### config.mk
export PLATFORM = sky130hd
export DESIGN_NAME = sort_net_pipe
export DESIGN_NICKNAME = d
export VERILOG_FILES = /design/src/rtl/sort_net_pipe.sv
export SDC_FILE = /design/constraint.sdc
export NUM_CORES = 2
export LEC_CHECK = 0
export BUFFER_PORTS_ARGS = -buffer_cell sky130_fd_sc_hd__buf_2
export CAP_MARGIN = 20
export CORE_AREA = 2 2 572 574
export CTS_CLUSTER_SIZE = 30
export DETAILED_ROUTE_END_ITERATION = 10
export DIE_AREA = 0 0 574 576
export SYNTH_ARGS = -nofsm -noshare
export SYNTH_HDL_FRONTEND = slang
export SYNTH_SLANG_ARGS = --single-unit
### constraint.sdc
create_clock -name clk -period 3.3 [get_ports clk]
set_clock_uncertainty 0.1 [all_clocks]
set_input_delay 0.33 -clock clk [delete_from_list [all_inputs] [get_ports clk]]
set_output_delay 0.33 -clock clk [all_outputs]
set_load 0.02 [all_outputs]
### src/rtl/sort_net_pipe.sv
// sort_net_pipe: pipelined bitonic sorting network.
// Each stage is one column of N/2 unsigned compare-exchange cells followed by
// a register bank holding data, valid and the per-vector order bit, so
// vectors of either order can share the pipeline.
// A single global advance enable stalls every stage at once under output
// backpressure.

module sort_net_pipe #(
  parameter int DATA_W = 32,
  parameter int N      = 8
) (
  input  logic                clk,
  input  logic                rst_n,
  input  logic                in_valid,
  output logic                in_ready,
  input  logic                in_desc,
  input  logic [N*DATA_W-1:0] in_data,
  output logic                out_valid,
  input  logic                out_ready,
  output logic [N*DATA_W-1:0] out_data,
  output logic [$clog2($clog2(N)*($clog2(N)+1)/2+1)-1:0] busy
);

  localparam int LOG_N  = $clog2(N);
  localparam int L      = LOG_N * (LOG_N + 1) / 2;
  localparam int BUSY_W = $clog2(L + 1);

  // Stage registers
  logic [N*DATA_W-1:0] stage_data [L];
  logic [L-1:0]        stage_valid;
  logic [L-1:0]        stage_desc;

  // Values entering each compare column, and the column results
  logic [N*DATA_W-1:0] net_in [L];
  logic [L-1:0]        net_valid;
  logic [L-1:0]        net_desc;
  wire  [N*DATA_W-1:0] net_out [L];

  logic adv;

  // The whole pipeline moves whenever the last stage is empty or being drained
  assign adv       = !out_valid || out_ready;
  assign in_ready  = adv;
  assign out_valid = stage_valid[L-1];
  assign out_data  = stage_data[L-1];

  // Route the input port into column 0 and each register bank into the next column
  always_comb begin
    net_in[0]    = in_data;
    net_valid[0] = in_valid;
    net_desc[0]  = in_desc;
    for (int s = 1; s < L; s++) begin
      net_in[s]    = stage_data[s-1];
      net_valid[s] = stage_valid[s-1];
      net_desc[s]  = stage_desc[s-1];
    end
  end

  // Bitonic schedule: merge phase p (block size 2^p) has p steps with the
  // compare span halving each step; column index is p*(p-1)/2 + q.
  // Lanes whose block bit is set sort the opposite way so that adjacent
  // blocks form a bitonic sequence; the final merge is one direction only.
  // The vector's desc bit flips every cell's direction.
  for (genvar p = 1; p <= LOG_N; p++) begin : g_merge
    for (genvar q = 0; q < p; q++) begin : g_step
      localparam int S    = p * (p - 1) / 2 + q;
      localparam int SPAN = 1 << (p - 1 - q);
      localparam int BLK  = 1 << p;
      for (genvar i = 0; i < N; i++) begin : g_lane
        if ((i & SPAN) == 0) begin : g_cell
          localparam int   J       = i + SPAN;
          localparam logic BASE_UP = ((i & BLK) == 0);

          logic [DATA_W-1:0] a;
          logic [DATA_W-1:0] b;
          logic              up;
          logic              swap;

          assign a    = net_in[S][i*DATA_W +: DATA_W];
          assign b    = net_in[S][J*DATA_W +: DATA_W];
          assign up   = BASE_UP ^ net_desc[S];
          // Strict compare so equal elements pass straight through
          assign swap = up ? (a > b) : (a < b);

          assign net_out[S][i*DATA_W +: DATA_W] = swap ? b : a;
          assign net_out[S][J*DATA_W +: DATA_W] = swap ? a : b;
        end
      end
    end
  end

  // Register banks: clear on reset, shift one column forward on advance, else hold
  always_ff @(posedge clk or negedge rst_n) begin
    if (!rst_n) begin
      for (int s = 0; s < L; s++) begin
        stage_data[s] <= '0;
      end
      stage_valid <= '0;
      stage_desc  <= '0;
    end else if (adv) begin
      for (int s = 0; s < L; s++) begin
        stage_data[s] <= net_out[s];
      end
      stage_valid <= net_valid;
      stage_desc  <= net_desc;
    end
  end

  // Occupancy is the population count of the stage valid bits
  always_comb begin
    busy = '0;
    for (int s = 0; s < L; s++) begin
      busy = busy + BUSY_W'(stage_valid[s]);
    end
  end

endmodule
==> flow_summary.ini <==
[logic_synthesis]
syn_area_mm2 = 0.0969
netlist_instances = 10800
synth_edf_count = 0
ys.flop_type = dfrtp_1
synthTopCellsByArea = dfrtp_1 (40%), o211ai_1 (11%), ha_1 (9.9%), nand4_1 (8.2%), nand2_1 (5.4%)
ys_ff_latch = 1547
syn_nets = 11800
yosys.cell_types.count = 47
synth_warnings = 0
async_flop_share = 1.00
synth_largest_area_cell = dfrtp_1
yosysSeqAreaShare = 0.399
synth.avg_cell_area_um2 = 8.97
synthDominantCellAreaShare = 0.399

[routing]
dr.first_iter.drc_count = 12300
postRouteAntennaNets = 0
vias_per_cell = 5.92
num_vias = 96900
wl_per_cell_um = 28.1
drt-total-wl_um = 460000
dr.pass1.iters = 8
route.detailed.drc = 0

[floorplanning]
die_height_um = 576
initial_core_util = 0.298
core_mm2 = 0.325
std_cell_rows = 210
die-area_mm2 = 0.331
die_x_um = 574
ioPinCount = 522

[hold_path]
hp-class = in2async

[global_route]
grt_max_degree = 172
grt_usage = 0.268
grt_pass1_wl_um = 655000
grt_overflow_total = 0
antenna_found_initial = 19
first_global_vias = 89300

[cells_and_area]
final_layout_size_suffix_gt1_frac = 0.164
instances_no_fill = 16400
layout_common_cells = dfrtp_1 (1,544), o211ai_1 (1,448), nand2_1 (1,384), nand4_1 (1,265), buf_4 (831)
area_delta_synth_final_pct = 24.2
n_fill_cell = 33300
final_common_cell = dfrtp_1
fin_util = 0.370
final_nets = 12900

[setup_path]
critPathMaxFanout = 2
crit_path_start_kind = flip-flop
cp_slowest_cell = fa_1
worstSetupEndpointType = output port
required_ps = 2870
max_stage_delay_ps = 530
arrival_ps = 3180
path_class = reg2out
cpMostUsedCell = fa_1
path_cells = fa_1 > inv_1 > fa_1 > inv_2 > ha_4 > fa_1 > buf_6

[timing]
max-slew-margin-rel = 0.203
hold_ws_ps = 125
final.period_utilization = 1.09
clock.fmax_mhz = 277
hold_violations = 0
worstMarginPinSlew_ps = 1190
fin_ws_ps = -310
setup_viol = 2
drv_slew = 0
rsz0062_at_grt = yes
min_period_ps = 3610

[power]
peakVddDrop_v = 0.000846
leakage_uw = 0.0545
power.density_mw_per_mm2 = 1230

[placed_design]
globalplace.congestion = 1.10
placed_cells = 15700
hpwlAfterDp_um = 358000
detailedPlace.worstSlack_ps = -55.0
io_buffer_count = 521

[clocking]
cts_tree = built
root_buffer = clkbuf_16
clock-sinks = 1547
path_clk_slew_ps = 60
clk_path_buf_depth = 4
insertion_delay_ps = 920
tritoncts.num_buffers = 193
htreeDepth = 4

[run]
maxCapViolCount = 0

[status]
violations = setup timing
status = finished, violations left
[report_power, final]
part           internal [µW]  total (µW)  switching, µW
Clock                  12900       22100           9140
Sequential             27400       37900          10500
Combinational          32800       87800          55000
Total                  73100      148000          74600
[what timing repair did]
item / CTS / global route
setup buffers: 1 / 17
pin swaps: 3 / 13
endpoints found under the hold margin: 1095 / 0
gates cloned: 1 / 3
setup endpoints to repair: 16 / 178
hold buffers: 331 / 0
resized for setup: 6 / 26
[metrics by stage]
| stage | cell area [µm²] | setup TNS (ps) | power, µW |
|---|---|---|---|
| after floorplan | 96900 | 0 | 83900 |
| after global placement | 110000 | -2520 | 121000 |
| after detailed placement | 110000 | -1740 | 122000 |
| after CTS | 120000 | -693 | 145000 |
| after global routing | 120000 | -675 | 155000 |
| final | 120000 | -518 | 148000 |
[area by class of cell]
type | count | area, µm² | share of cell area
diodes | 12 | 30.0 | 0.000250
clock buffers | 276 | 5640 | 0.0469
clock inverters | 67 | 773 | 0.00642
inverters | 799 | 3010 | 0.0250
multi-input cells | 7435 | 50500 | 0.420
flip-flops and latches | 1547 | 38700 | 0.322
well taps | 4346 | 5440 | 0.0452
repair buffers | 1881 | 16200 | 0.135
[registers in the layout (all words and copies together) (netlist names)]
name and count:
stage_valid 6, stage_desc 5, g_merge.g_step.g_lane.g_cell.b 640, out_data 256, g_merge.g_step.g_lane.g_cell.a 640
[worst max-delay path, delay by kind of cell, from the launching register on]
family     cells  cell delay (ps)
fa+ha+maj      4             1660
buf+inv        3              220
flops          1              390
[cell families (layout without fill, tap and decap cells)]
| group | Yosys count | after routing | share of synthesized area |
|---|---|---|---|
| AO/OA/AOI/OAI | 2570 | 2571 | 0.196 |
| adder cells (fa/ha/maj) | 772 | 772 | 0.0999 |
| buffers and inverters | 1827 | 3023 | 0.0818 |
| flip-flops | 1547 | 1547 | 0.399 |
| multiplexers | 124 | 124 | 0.0128 |
| other | 0 | 12 | 0 |
| AND/OR/NAND/NOR | 3968 | 3968 | 0.210 |
[per-layer routing]
layer	vias up	routed length, µm	global-route usage
met1	47900	196000	0.378
li1	42900	-	-
met3	932	50500	0.0697
met4	22	26600	0.133
met5	-	161	0
met2	5106	187000	0.376
[cell usage after synthesis, types with 3 or more instances]
| library cell | instances |
|---|---|
| a211o_1 | 18 |
| a211oi_1 | 28 |
| a21o_1 | 116 |
| a21oi_1 | 233 |
| a221oi_1 | 23 |
| and3_1 | 12 |
| and4_1 | 6 |
| buf_1 | 13 |
| buf_12 | 3 |
| buf_2 | 158 |
| buf_4 | 19 |
| buf_6 | 99 |
| clkbuf_1 | 735 |
| dfrtp_1 | 1547 |
| fa_1 | 3 |
| ha_1 | 769 |
| inv_1 | 798 |
| mux2i_1 | 124 |
| nand2_1 | 1384 |
| nand3_1 | 791 |
| nand4_1 | 1265 |
| nor2_1 | 49 |
| nor2_4 | 5 |
| nor2b_1 | 24 |
| nor3_1 | 42 |
| nor4_1 | 26 |
| nor4_2 | 6 |
| o211a_1 | 69 |
| o211ai_1 | 1448 |
| o211ai_2 | 6 |
| o21a_1 | 82 |
| o21ai_0 | 107 |
| o21ai_1 | 105 |
| o21ai_4 | 17 |
| o221ai_1 | 314 |
| or3_1 | 337 |
| or4_4 | 17 |
[final timing paths]
kind	start	to	slack [ps]	cells past startpoint
worst max register to register	g_merge[3].g_step[1].g_lane[0].g_cell.a[11]$_DFFE_PN0P_	g_merge[3].g_step[2].g_lane[2].g_cell.a[0]$_DFFE_PN0P_	30	10
min in group clk	in_data[170]	g_merge[2].g_step[0].g_lane[5].g_cell.a[10]$_DFFE_PN0P_	190	4
max in group asynchronous	rst_n	g_merge[2].g_step[0].g_lane[0].g_cell.a[2]$_DFFE_PN0P_	2080	4
worst min register to register	out_data[53]$_DFFE_PN0P_	out_data[53]$_DFFE_PN0P_	370	2
worst max-delay path	stage_valid[1]$_DFFE_PN0P_	busy[1]	-310	7
worst min-delay path	rst_n	stage_desc[3]$_DFFE_PN0P_	130	3
No activity file was read; power rests on OpenSTA's default activity.
